**src/rtl/vmx_pkg.sv**
```systemverilog
// ---------------------------------------------------------------------------
// vmx_pkg
// Shared constants and types for the VMX column-accumulator slice.
//   VMX_SUM_BITLEN  : width of a column partial sum coming out of the PE chain
//   VMX_ACC_BITLEN  : width of an accumulated result
//   VMX_LANE_BITLEN : width of one SIMD lane inside an accumulated result
//   acc_state_t     : accumulator FSM encoding
//   vmx_clamp_passes: maps a configured pass count of 0 onto 1
// ---------------------------------------------------------------------------
package vmx_pkg;

   localparam int VMX_SUM_BITLEN  = 32;
   localparam int VMX_ACC_BITLEN  = 48;
   localparam int VMX_LANE_BITLEN = VMX_ACC_BITLEN / 2;

   typedef enum logic {
      ACC_IDLE  = 1'b0,
      ACC_ACCUM = 1'b1
   } acc_state_t;

   // A result always needs at least one beat, so 0 is read as 1
   function automatic logic [7:0] vmx_clamp_passes(input logic [7:0] passes);
      return (passes == 8'd0) ? 8'd1 : passes;
   endfunction

endpackage

```
**src/rtl/vmx_result_fifo.sv**
```systemverilog
// ---------------------------------------------------------------------------
// vmx_result_fifo
// Small circular result FIFO with a valid/ready pop side.
//   clk, rst   : clock, asynchronous active-high reset
//   push       : write push_data (ignored while full)
//   push_data  : entry to write
//   pop_ready  : consumer accepts the head entry
//   out_valid  : head entry valid
//   out_data   : head entry (read straight from storage, so it is registered)
//   full       : all DEPTH entries occupied
//   count      : current occupancy, 0..DEPTH
// ---------------------------------------------------------------------------
module vmx_result_fifo #(
   parameter int WIDTH = 49,
   parameter int DEPTH = 4
) (
   input  logic                       clk,
   input  logic                       rst,
   input  logic                       push,
   input  logic [WIDTH-1:0]           push_data,
   input  logic                       pop_ready,
   output logic                       out_valid,
   output logic [WIDTH-1:0]           out_data,
   output logic                       full,
   output logic [$clog2(DEPTH):0]     count
);

   localparam int AW = $clog2(DEPTH);

   logic [WIDTH-1:0] mem [DEPTH];
   logic [AW-1:0]    wr_ptr;
   logic [AW-1:0]    rd_ptr;
   logic             do_push;
   logic             do_pop;

   assign full      = (count == (AW+1)'(DEPTH));
   assign out_valid = (count != '0);
   assign out_data  = mem[rd_ptr];

   // Full is judged on the registered count, so a pop in the same cycle
   // never makes room for a push
   assign do_push = push & ~full;
   assign do_pop  = out_valid & pop_ready;

   // Storage and pointers; pointers wrap naturally because DEPTH is a power of 2
   always_ff @(posedge clk or posedge rst) begin
      if (rst) begin
         for (int i = 0; i < DEPTH; i++) begin
            mem[i] <= '0;
         end
         wr_ptr <= '0;
         rd_ptr <= '0;
         count  <= '0;
      end else begin
         if (do_push) begin
            mem[wr_ptr] <= push_data;
            wr_ptr      <= wr_ptr + 1'b1;
         end
         if (do_pop) begin
            rd_ptr <= rd_ptr + 1'b1;
         end
         if (do_push && !do_pop) begin
            count <= count + 1'b1;
         end else if (do_pop && !do_push) begin
            count <= count - 1'b1;
         end
      end
   end

endmodule

```
**src/rtl/vmx_col_accumulator.sv**
```systemverilog
// ---------------------------------------------------------------------------
// vmx_col_accumulator
// Accumulates a configured number of partial-sum beats from one systolic
// column into a result, either as a single wide sum or as two independent
// SIMD lanes, and queues finished results toward the writeback DMA.
//   clk, rst      : clock, asynchronous active-high reset
//   cfg_passes    : beats per result (0 read as 1)
//   cfg_load      : latch cfg_passes, only honoured while idle
//   in_valid/in_ready, in_simd_mode, in_sum : partial-sum input stream
//   out_valid/out_ready, out_data, out_simd : result output stream
//   busy          : a result is part-way accumulated
//   err_mode      : sticky, a beat arrived with the wrong mode mid-result
// ---------------------------------------------------------------------------
module vmx_col_accumulator
   import vmx_pkg::*;
#(
   parameter int SUM_BITLEN = VMX_SUM_BITLEN,
   parameter int ACC_BITLEN = VMX_ACC_BITLEN,
   parameter int FIFO_DEPTH = 4
) (
   input  logic                  clk,
   input  logic                  rst,
   input  logic [7:0]            cfg_passes,
   input  logic                  cfg_load,
   input  logic                  in_valid,
   output logic                  in_ready,
   input  logic                  in_simd_mode,
   input  logic [SUM_BITLEN-1:0] in_sum,
   output logic                  out_valid,
   input  logic                  out_ready,
   output logic [ACC_BITLEN-1:0] out_data,
   output logic                  out_simd,
   output logic                  busy,
   output logic                  err_mode
);

   localparam int LANE     = ACC_BITLEN / 2;
   localparam int SUM_LANE = SUM_BITLEN / 2;
   localparam int CW       = $clog2(FIFO_DEPTH) + 1;

   acc_state_t            state;
   logic [ACC_BITLEN-1:0] acc;
   logic [7:0]            beat_cnt;
   logic [7:0]            passes_q;
   logic                  mode_q;
   logic                  err_q;

   logic                  accept;
   logic                  last_beat;
   logic                  op_mode;
   logic [ACC_BITLEN-1:0] base;
   logic [ACC_BITLEN-1:0] sum_next;
   logic [LANE-1:0]       lane_lo;
   logic [LANE-1:0]       lane_hi;

   logic                  fifo_push;
   logic [ACC_BITLEN:0]   fifo_out;
   logic                  fifo_full;
   logic [CW-1:0]         fifo_count;

   assign in_ready = (fifo_count != CW'(FIFO_DEPTH));
   assign accept   = in_valid & in_ready;
   assign busy     = (state == ACC_ACCUM);
   assign err_mode = err_q;

   // The first beat of a result starts from zero using its own mode tag;
   // later beats add onto acc and are interpreted with the latched mode even
   // if the incoming tag disagrees
   always_comb begin
      base      = (state == ACC_IDLE) ? '0 : acc;
      op_mode   = (state == ACC_IDLE) ? in_simd_mode : mode_q;
      lane_lo   = base[LANE-1:0] + {{(LANE-SUM_LANE){1'b0}}, in_sum[SUM_LANE-1:0]};
      lane_hi   = base[ACC_BITLEN-1:LANE] + {{(LANE-SUM_LANE){1'b0}}, in_sum[SUM_BITLEN-1:SUM_LANE]};
      sum_next  = base + {{(ACC_BITLEN-SUM_BITLEN){1'b0}}, in_sum};
      if (op_mode) begin
         sum_next = {lane_hi, lane_lo};
      end
      last_beat = (state == ACC_IDLE) ? (passes_q == 8'd1)
                                      : (({1'b0, beat_cnt} + 9'd1) == {1'b0, passes_q});
   end

   // accept already implies room in the FIFO; the extra term keeps a push
   // from ever being attempted against a full queue
   assign fifo_push = accept & last_beat & ~fifo_full;

   // Accumulator FSM: IDLE takes the first beat of a result, ACCUM takes the
   // rest and hands the finished sum to the FIFO on the closing beat
   always_ff @(posedge clk or posedge rst) begin
      if (rst) begin
         state    <= ACC_IDLE;
         acc      <= '0;
         beat_cnt <= '0;
         passes_q <= 8'd1;
         mode_q   <= 1'b0;
         err_q    <= 1'b0;
      end else begin
         case (state)
            ACC_IDLE: begin
               if (cfg_load) begin
                  passes_q <= vmx_clamp_passes(cfg_passes);
               end
               if (accept) begin
                  mode_q <= in_simd_mode;
                  if (last_beat) begin
                     acc      <= '0;
                     beat_cnt <= '0;
                  end else begin
                     acc      <= sum_next;
                     beat_cnt <= 8'd1;
                     state    <= ACC_ACCUM;
                  end
               end
            end
            ACC_ACCUM: begin
               if (accept) begin
                  if (in_simd_mode != mode_q) begin
                     err_q <= 1'b1;
                  end
                  if (last_beat) begin
                     acc      <= '0;
                     beat_cnt <= '0;
                     state    <= ACC_IDLE;
                  end else begin
                     acc      <= sum_next;
                     beat_cnt <= beat_cnt + 8'd1;
                  end
               end
            end
            default: state <= ACC_IDLE;
         endcase
      end
   end

   vmx_result_fifo #(
      .WIDTH (ACC_BITLEN + 1),
      .DEPTH (FIFO_DEPTH)
   ) u_fifo (
      .clk       (clk),
      .rst       (rst),
      .push      (fifo_push),
      .push_data ({op_mode, sum_next}),
      .pop_ready (out_ready),
      .out_valid (out_valid),
      .out_data  (fifo_out),
      .full      (fifo_full),
      .count     (fifo_count)
   );

   assign out_simd = fifo_out[ACC_BITLEN];
   assign out_data = fifo_out[ACC_BITLEN-1:0];

endmodule
```
**config.mk**
```make
export PLATFORM = sky130hd
export DESIGN_NAME = vmx_col_accumulator
export DESIGN_NICKNAME = d
export VERILOG_FILES = /design/src/rtl/vmx_pkg.sv /design/src/rtl/vmx_result_fifo.sv /design/src/rtl/vmx_col_accumulator.sv
export SDC_FILE = /design/constraint.sdc
export NUM_CORES = 1
export LEC_CHECK = 0
export BUFFER_PORTS_ARGS = -buffer_cell sky130_fd_sc_hd__buf_2
export CORE_MARGIN = 4
export CORE_UTILIZATION = 65
export CTS_BUF_LIST = sky130_fd_sc_hd__clkbuf_4
export DETAILED_ROUTE_END_ITERATION = 7
export PLACE_DENSITY = 0.81
export SYNTH_ARGS = -nofsm -noshare
export SYNTH_HDL_FRONTEND = slang
export SYNTH_HIERARCHICAL = 1
export SYNTH_SLANG_ARGS = --single-unit
```
**constraint.sdc**
```tcl
create_clock -name clk -period 16 [get_ports clk]
set_input_delay 0.8 -clock clk [delete_from_list [all_inputs] [get_ports clk]]
set_output_delay 0.8 -clock clk [all_outputs]
set_load 0.01 [all_outputs]
```
# Word-level counts from Yosys, hierarchy flattened
# Index checks and enable logic that the tools add are counted.
# totals
ff_bits	270
inputBits	46
out_inout_bits	53
word_cells	77
# op_classes
n_addsub	9
magnitude_cmp	3
eq_ne	7
mux	24
n_bitwise	9
n_reduce_logical	12
# op_table
operator	n
$bwmux 196	1
$mux 48	4
$mux 49	3
$bmux 49 s2	1
$demux 49 s2	1
$add 24x16->24	2
$add 48x32->48	1
$mux 8	4
$pmux 8 s2	1
$add 8x1->9 const B	1
$eq 9x8->1	1
$add 8x1->8 const B	1
$eq 8x1->1 const B	1
$logic_not 8->1	1
$ge 3x3->1 const B	2
$mux 1	6
$mux 3	2
$not 2->3	2
$reduce_and 2->1	3
$and 1x1->1	5
$add 2x1->2 const B	2
$add 3x1->3 const B	1
$eq 3x3->1 const B	1
$logic_and 1x1->1	3
12 further kinds	14

# Longest topological paths before layout
# Gate-level depths: netlist of run 1.
# logic_depth
word_depth	10
depth_mapped	20

# By module
# The synthesis of run 1 kept the hierarchy.
# modules_own_cells
module	n_inst	cells_per_inst	area_per_inst_um2	seq_area_each_um2
vmx_result_fifo	1	512	8831.0	5079.9
vmx_col_accumulator	1	920	7175.6	1677.9

# Worst setup path before layout of run 1
# OpenSTA, ideal clock, no wires.
# synth_path
path_type	reg2reg
from	register (tool-made name)
to	register u_fifo/mem[140] (netlist bit)
setup_time_ns	0.125
t_arrival_ns	4.238
setup_slack_ns	11.637
stages_incl_launch_ff	19
n_path_buf	6
period_less_slack_ns	4.363
cell_sequence	dfrtp_1 buf_6 buf_6 buf_4 clkbuf_1 buf_1 buf_1 nand2_1 fa_1 and2b_1 o31a_1 o211ai_2 a311oi_4 o31a_4 nor3_2 or4b_4 and2_1 xor2_1 mux2_2
# synth_lines
item	line_no	text
to (signal, indexed assignment)	vmx_result_fifo.sv:56	mem[wr_ptr] <= push_data;
to (decl)	vmx_result_fifo.sv:30	logic [WIDTH-1:0] mem [DEPTH];

==> results of run 1 <==
area by class of cell:
class / instances / area, sq um / share of cell area, %
well taps: 324 / 405 / 2.32
multi-input cells: 1046 / 8720 / 49.9
inverters: 30 / 120 / 0.687
repair buffers: 110 / 581 / 3.32
flip-flops and latches: 270 / 6760 / 38.7
clock buffers: 98 / 736 / 4.21
clock inverters: 31 / 150 / 0.859
diodes: 1 / 2.50 / 0.0143
state kept, by name, indices dropped and copies added, names as in the netlist, named ones only:
name,cells
acc,48
beat_cnt,8
mode_q,1
passes_q,8
u_fifo/rd_ptr,2
u_fifo/count,3
err_mode,1
u_fifo/wr_ptr,2
u_fifo/mem,196
cell usage in the layout (no fill, tap or decap), drive strengths merged, types with 18 or more instances in the layout:
| cell | synthesis | final |
|---|---|---|
| a21o | 19 | 19 |
| a21oi | 66 | 66 |
| a22o | 18 | 18 |
| and2 | 40 | 40 |
| buf | 54 | 110 |
| clkbuf | 32 | 98 |
| clkinv | 0 | 25 |
| dfrtp | 269 | 269 |
| ha | 48 | 48 |
| inv | 30 | 35 |
| mux2 | 206 | 206 |
| mux4 | 49 | 49 |
| nand2 | 140 | 140 |
| nand3 | 29 | 29 |
| nor2 | 69 | 69 |
| nor3 | 21 | 21 |
| o21ai | 65 | 65 |
| xnor2 | 34 | 34 |
| xor2 | 38 | 38 |
cells in the mapped netlist (7+ instances only):
cell and number:
dfrtp_1 269, mux2_2 206, nand2_1 139, nor2_1 69, a21oi_1 61, mux4_2 49, ha_1 48, o21ai_0 46
and2_1 39, buf_2 38, xor2_1 38, xnor2_1 33, clkbuf_1 32, inv_1 29, nand3_1 27, nor3_1 20
a21o_1 19, a22o_1 18, o21ai_1 17, nand4_1 14, o211ai_1 12, o21a_1 11, a211oi_1 9, a31oi_1 8
buf_6 8, o2bb2ai_1 8, a211o_1 7, nor2b_1 7, or4_1 7
metal layers:
metal	part of all wire [%]	vias up	GRT usage, %
met3	7.8	81	6.71
met4	2.4	0	8.81
met5	0	-	0
met2	46	460	45.3
met1	44	6056	42.9
li1	-	5508	-
cell families (layout without fill, tap and decap cells):
kind of cell    Yosys count  count (layout)  share of synthesized area (%)
flops                   270             270                           42.2
xor+xnor                 72              72                           3.99
mux                     258             258                           21.6
fa+ha+maj                51              51                           4.13
compound gates          293             293                           13.0
simple gates            372             372                           11.6
buf+inv                 116             269                           3.51
other cells               0               1                              0
report_power, final:
part           internal (W)  switching (W)
Combinational      0.000514       0.000781
Sequential         0.000814       0.000170
Clock              0.000291       0.000299
worst max-delay path by stage:
stage,startpoint,endpoint,slack [ps]
final,flip-flop,u_fifo/mem[190],11010
after global routing,flip-flop,u_fifo/mem[190],10660
after CTS,flip-flop,u_fifo/mem[190],11140
after detailed placement,flip-flop,u_fifo/mem[190],11220
after global placement,flip-flop,u_fifo/mem[96],11350
after floorplan,rst,u_fifo/count[0],9660
metrics by stage:
| step | cell area (sq um) | worst slack, ps |
|---|---|---|
| floorplan | 16000 | 9660 |
| global placement | 16600 | 11350 |
| detailed placement | 16600 | 11220 |
| CTS | 17500 | 11140 |
| global route | 17500 | 10660 |
| finish | 17500 | 11010 |
==> impl_metrics.env, run 1 <==
export IMPL_clock_latency_ps=710
export IMPL_r2r_setup_slack_ps=11010
export IMPL_postCtsHoldBufs=0
export IMPL_path_buf_inv=1
export IMPL_cts_tree="yes"
export IMPL_cpMostUsedCell="a21oi_2"
export IMPL_outcome="finished, final reports clean"
export IMPL_cts_resized_gates=0
export IMPL_skew_ps=58.0
export IMPL_endpoint_kind="flip-flop"
export IMPL_async_reset_ff_share_pct=100
export IMPL_synthFlopType="dfrtp_1"
export IMPL_syn_area_sq_mm=0.0160
export IMPL_grt_usage_pct=29.7
export IMPL_grt_pass1_vias=12300
export IMPL_synth_distinct_cells=97
export IMPL_area_growth_pct=9.21
export IMPL_hold_viol=0
export IMPL_final_core_util_pct=72.1
export IMPL_crit_type="flip-flop to flip-flop"
export IMPL_cts_buffers=73
export IMPL_cts_root_buffer="clkbuf_4"
export IMPL_dp_cells=1780
export IMPL_grt_antenna_before_repair=1
export IMPL_worstPathRequired_ps=16610
export IMPL_rows=57
export IMPL_tns_ps=0
export IMPL_post_route_period_util_pct=31.2
export IMPL_io_pins=99
export IMPL_yosysTopAreaCell="dfrtp_1"
export IMPL_finalMaxSlewViolations=0
export IMPL_gp_congestion=0.934
export IMPL_yosysSeqAreaShare_pct=42.2
export IMPL_holdWs_ps=247
export IMPL_grt_max_degree=139
export IMPL_drive_gt1_share_pct=33.0
export IMPL_critical_path_top_delay_family="simple AND/OR/NAND/NOR gates"
export IMPL_first_pass_iters=5
export IMPL_max_cap_violations=0
export IMPL_grt_ovfl_total=0
export IMPL_max_freq_mhz=200
export IMPL_hold_path_class="primary input to asynchronous set/reset pin"
export IMPL_clkTransAtPathRegs_ps=70
export IMPL_wirelength_mm=39.1
export IMPL_r2r_cells=13
export IMPL_worstReg2RegEnd="u_fifo/mem[190]"
export IMPL_core_area_sq_mm=0.0242
export IMPL_worst_path_largest_cell_delay_ps=890
export IMPL_port_buffers=98
export IMPL_synthCells=1432
export IMPL_hpwl_mm=26.7
export IMPL_power_density_mw_per_mm2=164
export IMPL_grt_first_pass_wirelength_mm=63.8
export IMPL_fin_cells=1910
export IMPL_yosys_top_cells_area="dfrtp_1 42%, mux2_2 14%, mux4_2 6.9%, ha_1 3.8%, nand2_1 3.3%"
export IMPL_worst_path_stages=13
export IMPL_worst_ep_arrival_time_ps=5600
export IMPL_avgSynthCellArea_sq_um=11.2
export IMPL_synth_warnings=6
export IMPL_synth_edf_count=0
export IMPL_cts_max_level=3
export IMPL_drt_iter0_drc=1049
export IMPL_grt_setup_unrepaired="false"
export IMPL_ir_drop_uv=135
export IMPL_p_leak_nw=8.42
export IMPL_die_w_microns=165
export IMPL_drc=0
export IMPL_fp_dieArea_sq_mm=0.0272
export IMPL_start_kind="flip-flop"
export IMPL_n_fill_cell=1764
export IMPL_initial_core_util_pct=66.0
export IMPL_ys_ff_latch=270
export IMPL_power_w=0.00287
export IMPL_slowest_stage="nor3_1"
export IMPL_worst_pin_slew_ps=1100
export IMPL_cts_path_max_buffers=3
export IMPL_nets=1628
export IMPL_syn_nets=1529
export IMPL_antenna_left=0
export IMPL_cts_sinks=270
export IMPL_finalSetupViolCount=0
export IMPL_fin_crit_ps=4990
export IMPL_post_cts_buffers=0
export IMPL_fp_dieH_microns=165
export IMPL_synth_top_cell_area_share_pct=42.1
export IMPL_max_slew_margin_pct=25.8
export IMPL_wire_per_inst_microns=20.5
export IMPL_vias=12100
export IMPL_viasPerCell=6.34
export IMPL_crit_chain="buf_4 -> and2_1 -> ha_1 -> a211o_1 -> a21oi_2 -> a21oi_2 -> o311a_2 -> o21ai_2 -> a211oi_1 -> nor3_1 -> nor2_1 -> xnor2_1 -> mux2_2"
export IMPL_cp_max_fo=81
No activity file was read; power rests on OpenSTA's default activity.
==> inputs of run 2 (changes only) <==
- ABC_AREA: unset -> 1
- CORE_UTILIZATION: 65 -> 58
- PLACE_DENSITY: 0.81 -> 0.76
- clock period: 16 -> 4.15 ns (I/O delays scaled with it)
==> run 2 against run 1 <==
Die area increased by 24%. Total power increased to 4.6 times the previous value. Critical path type unchanged. Design area increased by 13%. Via count is 50% higher. Clock power grew to 4.4 times the previous value. Combinational power rose to 5.4 times the previous value. Worst setup slack got worse by 11000 ps. Maximum frequency increased by 31%.
==> impl_metrics.env, run 2 <==
export IMPL_grt_max_degree=139
export IMPL_post_cts_buffers=0
export IMPL_cts_tree="yes"
export IMPL_cp_max_fo=18
export IMPL_min_delay_start="cfg_load"
export IMPL_wirelength_mm=54.7
export IMPL_die_w_microns=184
export IMPL_avgSynthCellArea_sq_um=6.88
export IMPL_grt_pass1_vias=17200
export IMPL_grt_usage_pct=32.2
export IMPL_cts_resized_gates=0
export IMPL_fin_crit_ps=3810
export IMPL_vias=18100
export IMPL_ys_top_cells_by_count="883 x nand2_1, 269 x dfrtp_1, 258 x nor2_1"
export IMPL_finalMaxSlewViolations=0
export IMPL_largestRegisters="u_fifo/mem x196, acc x48"
export IMPL_port_buffers=98
export IMPL_grt_first_pass_wirelength_mm=88.7
export IMPL_slowest_stage="dfrtp_2"
export IMPL_final_common_cell="nand2_1"
export IMPL_max_freq_mhz=263
export IMPL_worst_ep_arrival_time_ps=4430
export IMPL_first_pass_iters=6
export IMPL_cts_path_max_buffers=3
export IMPL_nets=2786
export IMPL_ys_ff_latch=270
export IMPL_outcome="finished, final reports clean"
export IMPL_worst_path_largest_cell_delay_ps=630
export IMPL_worst_pin_slew_ps=950
export IMPL_endpoint_kind="flip-flop"
export IMPL_pre_cts_slack_ps=537
export IMPL_clock_latency_ps=730
export IMPL_clkTransAtPathRegs_ps=70
export IMPL_tns_ps=0
export IMPL_synthMostInstantiatedCell="nand2_1"
export IMPL_post_route_period_util_pct=91.8
export IMPL_cts_sinks=270
export IMPL_hold_viol=0
export IMPL_synthFlopType="dfrtp_1"
export IMPL_holdWs_ps=82.5
export IMPL_grt_setup_unrepaired="false"
export IMPL_gp_congestion=1.02
export IMPL_fin_area_sq_mm=0.0197
export IMPL_cts_max_level=3
export IMPL_grt_antenna_before_repair=1
export IMPL_largest_reg_flops=196
export IMPL_start_kind="flip-flop"
export IMPL_synthCells=2607
export IMPL_drt_iter0_drc=1964
export IMPL_synth_edf_count=0
export IMPL_worstPathRequired_ps=4780
export IMPL_drive_gt1_share_pct=13.0
export IMPL_cts_root_buffer="clkbuf_4"
export IMPL_yosysTopAreaCell="dfrtp_1"
export IMPL_hpwl_mm=37.5
export IMPL_synth_warnings=6
export IMPL_fp_dieH_microns=184
export IMPL_crit_type="flip-flop to flip-flop"
export IMPL_finalSetupViolCount=0
export IMPL_wire_per_inst_microns=17.4
export IMPL_yosysSeqAreaShare_pct=37.7
export IMPL_place_area_sq_mm=0.0185
export IMPL_ir_drop_uv=533
export IMPL_seq_area_sq_mm=0.00676
export IMPL_max_cap_violations=0
export IMPL_antenna_left=0
export IMPL_grt_ovfl_total=0
export IMPL_io_pins=99
export IMPL_hold_path_class="primary input to flip-flop"
export IMPL_async_reset_ff_share_pct=100
export IMPL_worstReg2RegEnd="u_fifo/mem[127]"
export IMPL_max_slew_margin_pct=36.7
export IMPL_postCtsHoldBufs=12
export IMPL_initial_core_util_pct=58.7
export IMPL_regMostFlops="u_fifo/mem"
export IMPL_syn_area_sq_mm=0.0179
export IMPL_syn_nets=2704
export IMPL_yosys_top_cells_area="dfrtp_1 38%, nand2_1 18%, nand4_1 7.5%, o21ai_0 5.5%, nor2_1 5.4%"
export IMPL_synth_top_cell_area_share_pct=37.5
export IMPL_crit_chain="buf_4 -> nand2_1 -> inv_1 -> ha_1 -> nand2_1 -> inv_1 -> a21oi_1 -> nor2_1 -> nor2_1 -> o21ai_0 -> nand2_1 -> nand3b_1 -> nor2_1 -> nor2_1 -> a21boi_0 -> nand4_1 -> nand2_1"
export IMPL_drc=0
export IMPL_final_cell_mix="882 x nand2_1, 267 x dfrtp_1, 258 x nor2_1"
export IMPL_r2r_setup_slack_ps=340
export IMPL_synth_distinct_cells=51
export IMPL_p_leak_nw=10.8
export IMPL_setup_slack_ps=341
export IMPL_power_density_mw_per_mm2=667
export IMPL_area_growth_pct=9.61
export IMPL_fp_dieArea_sq_mm=0.0338
export IMPL_whs_endpoint="passes_q[0]"
export IMPL_cts_buffers=76
export IMPL_viasPerCell=5.77
export IMPL_r2r_cells=17
export IMPL_skew_ps=71.5
export IMPL_multi_input_comb_area_sq_mm=0.00960
export IMPL_n_fill_cell=2858
export IMPL_holdPathStages=3
export IMPL_core_area_sq_mm=0.0306
export IMPL_rows=64
==> run 2: kinds of logic (layout without fill, tap and decap cells) <==
kind of cell | Yosys count | count (layout) | share of synthesized area (%)
other cells | 0 | 2 | 0
flops | 270 | 270 | 37.7
xor+xnor | 38 | 38 | 1.85
mux | 2 | 2 | 0.126
buf+inv | 369 | 508 | 9.07
fa+ha+maj | 51 | 51 | 3.68
simple gates | 1565 | 1565 | 38.4
compound gates | 312 | 312 | 9.20
==> run 2: worst max path at each step <==
stage	depth (start not counted)	slack, ps	startpoint	to
6_report	17	340	flip-flop	u_fifo/mem[127]
5_1_grt	17	80	flip-flop	u_fifo/mem[127]
4_1_cts	5	410	u_fifo/rd_ptr[0]	out_data[2]
3_5_place_dp	17	540	flip-flop	u_fifo/mem[78]
3_3_place_gp	17	620	flip-flop	u_fifo/mem[127]
2_1_floorplan	23	770	flip-flop	u_fifo/mem[89]
==> run 2: cell type report <==
class	count	share of cell area [%]
clock inverter	12	0.433
clock buffer	123	4.69
timing repair buffer	147	4.77
multi-input combinational	1968	48.8
tap	396	2.52
antenna	2	0.0254
inverter	226	4.34
sequential	270	34.4
==> run 2: metal layers <==
metal | track usage [%] | share of wire (%) | vias to the layer above
li1 | - | - | 8720
met1 | 44.9 | 42 | 8511
met2 | 51.8 | 47 | 783
met3 | 4.51 | 8.0 | 128
met4 | 11.6 | 3.2 | 0
met5 | 0 | 0 | -
==> run 2: worst max-delay path: cells and delay by family, from the launching register on <==
family	cells	cell delay, ps
AND/OR/NAND/NOR	10	1310
AO/OA/AOI/OAI	3	1160
flip-flops	1	630
buffers and inverters	3	370
adder cells (fa/ha/maj)	1	270
==> run 2: stage by stage <==
step,std cells,util [%],power (W)
floorplan,2607,-,0.00829
global placement,2995,60.6,0.0103
detailed placement,2995,60.6,0.0104
CTS,3142,64.3,0.0130
global route,3143,64.3,0.0141
finish,3144,64.3,0.0131
==> run 2: power breakdown <==
part           switching [W]  total, W  internal, W
clock network        0.00119   0.00259      0.00140
registers           0.000442   0.00355      0.00311
logic                0.00494   0.00697      0.00203
total                0.00657    0.0131      0.00653
==> inputs of run 3 (changes only) <==
- ABC_AREA: 1 -> unset
- CORE_UTILIZATION: 58 -> 57
- PLACE_DENSITY: 0.76 -> 0.75
==> run 3 against run 2 <==
Clock-buffer cell count decreased by 16. Critical endpoint is now u_fifo/mem[91]. Highest routed layer unchanged. Global-route usage decreased by 5.9 points. Utilization grew 0.090 points. Cell count shrank 37%. Sequential power is 7.0% higher. Critical path type unchanged. Non-clock buffer count is 16 lower.
==> impl_metrics.env, run 3 (synthesized netlist as in run 1, its figures left out) <==
export IMPL_grtUsageMet1_pct=39.6
export IMPL_vias=12200
export IMPL_hpwl_mm=27.6
export IMPL_outcome="finished, final reports clean"
export IMPL_postCtsHoldBufs=12
export IMPL_crit_type="flip-flop to flip-flop"
export IMPL_endpoint_kind="flip-flop"
export IMPL_cts_root_buffer="clkbuf_4"
export IMPL_finalMaxSlewViolations=0
export IMPL_fin_cells=1985
export IMPL_post_cts_buffers=0
export IMPL_largestRegisters="u_fifo/mem x196, acc x48"
export IMPL_skew_ps=59.0
export IMPL_hold_path_class="primary input to flip-flop"
export IMPL_viasPerCell=6.14
export IMPL_core_area_sq_mm=0.0277
export IMPL_swShare_pct=43.0
export IMPL_max_freq_mhz=260
export IMPL_multi_input_comb_area_sq_mm=0.00872
export IMPL_setup_slack_ps=309
export IMPL_cts_resized_gates=0
export IMPL_initial_core_util_pct=57.8
export IMPL_port_buffers=98
export IMPL_hold_viol=0
export IMPL_cts_sinks=270
export IMPL_regMostFlops="u_fifo/mem"
export IMPL_final_cell_mix="266 x dfrtp_1, 206 x mux2_2, 138 x nand2_1"
export IMPL_global_route_usage_met3_pct=4.33
export IMPL_area_growth_pct=11.4
export IMPL_max_cap_violations=0
export IMPL_p_sw_w=0.00479
export IMPL_n_fill_cell=2137
export IMPL_cts_path_max_buffers=3
export IMPL_worstPathRequired_ps=4730
export IMPL_tns_ps=0
export IMPL_finalSetupViolCount=0
export IMPL_grt_setup_unrepaired="false"
export IMPL_power_density_mw_per_mm2=625
export IMPL_wirelength_mm=40.0
export IMPL_start_kind="flip-flop"
export IMPL_fp_dieArea_sq_mm=0.0308
export IMPL_p_int_w=0.00636
export IMPL_antenna_left=0
export IMPL_cts_buffers=74
export IMPL_power_w=0.0112
export IMPL_cts_max_level=3
export IMPL_grt_usage_pct=26.3
export IMPL_clock_latency_ps=710
export IMPL_largest_reg_flops=196
export IMPL_pre_cts_slack_ps=378
export IMPL_post_route_period_util_pct=92.6
export IMPL_holdWs_ps=67.9
export IMPL_worst_pin_slew_ps=1040
export IMPL_drc=0
export IMPL_clockPowerShare_pct=21.1
export IMPL_comb_power_share_pct=44.8
export IMPL_grt_ovfl_total=0
export IMPL_ir_drop_uv=386
export IMPL_io_pins=99
export IMPL_power_frac_seq_pct=34.1
export IMPL_grt_use_met2_pct=39.8
export IMPL_first_pass_iters=6
export IMPL_final_common_cell="dfrtp_1"
export IMPL_drt_iter0_drc=1030
export IMPL_wire_per_inst_microns=20.1
export IMPL_drive_gt1_share_pct=33.7
export IMPL_gp_congestion=0.966
export IMPL_worst_ep_arrival_time_ps=4420
export IMPL_p_leak_nw=8.56
export IMPL_cts_tree="yes"
export IMPL_cp_max_fo=72
export IMPL_grt_antenna_before_repair=1
export IMPL_grt_pass1_vias=12400
export IMPL_grt_max_degree=105
export IMPL_clkTransAtPathRegs_ps=60
export IMPL_min_delay_start="cfg_load"
export IMPL_rows=61
export IMPL_grt_busiest_layer="met2"
export IMPL_grt_first_pass_wirelength_mm=65.7
export IMPL_seq_area_sq_mm=0.00676
export IMPL_fin_crit_ps=3840
export IMPL_fp_dieH_microns=176
export IMPL_die_w_microns=176
export IMPL_dp_cells=1843
export IMPL_max_slew_margin_pct=30.4
export IMPL_nets=1650
==> run 3: per-stage QoR <==
| stage | area [sq um] | util [%] |
|---|---|---|
| floorplan | 16000 | - |
| global placement | 16800 | 60.6 |
| detailed placement | 16800 | 60.6 |
| CTS | 17800 | 64.4 |
| global route | 17800 | 64.4 |
| finish | 17800 | 64.4 |
==> run 3: final timing paths <==
check / slack, ps / end / cells after the start
worst max-delay path: 310 / u_fifo/mem[91] / 14
worst min register to register: 470 / err_mode / 1
worst max register to register: 310 / u_fifo/mem[91] / 14
worst min-delay path: 70 / passes_q[0] / 4
min in group asynchronous: 250 / acc[17] / 3
max in group asynchronous: 2800 / u_fifo/mem[74] / 4
==> run 3: routing by layer <==
layer / vias to the layer above / share of wire [%]
met2: 419 / 45
met1: 6148 / 46
met3: 83 / 6.1
li1: 5547 / -
met5: - / 0
met4: 0 / 2.4
==> run 3: power groups by stage <==
stage	Sequential [W]	Combinational [W]	Clock [W]
after floorplan	0.00343	0.00398	0
after global placement	0.00381	0.00481	0
after detailed placement	0.00384	0.00490	0
after CTS	0.00381	0.00494	0.00243
after global routing	0.00391	0.00547	0.00256
final	0.00380	0.00500	0.00235
==> run 3: cell type report <==
type	instances	share of cell area [%]
Inverter	30	0.652
Clock buffer	107	4.50
Antenna cell	1	0.0140
Clock inverter	22	0.638
Timing Repair Buffer	131	4.73
Multi-Input combinational cell	1046	48.9
Tap cell	378	2.65
Sequential cell	270	37.9
==> run 3: critical path, stage by stage, from the launching register on <==
cell and delay, ps:
dfrtp_2 390, buf_12 280, and2_1 180, ha_1 200, fa_1 230, a21oi_1 90
nand4b_1 200, a211o_1 380, a211oi_4 380, o21ai_2 120, a21boi_1 330, o21ai_1 240
and2_1 240, xor2_1 180, mux2_2 290
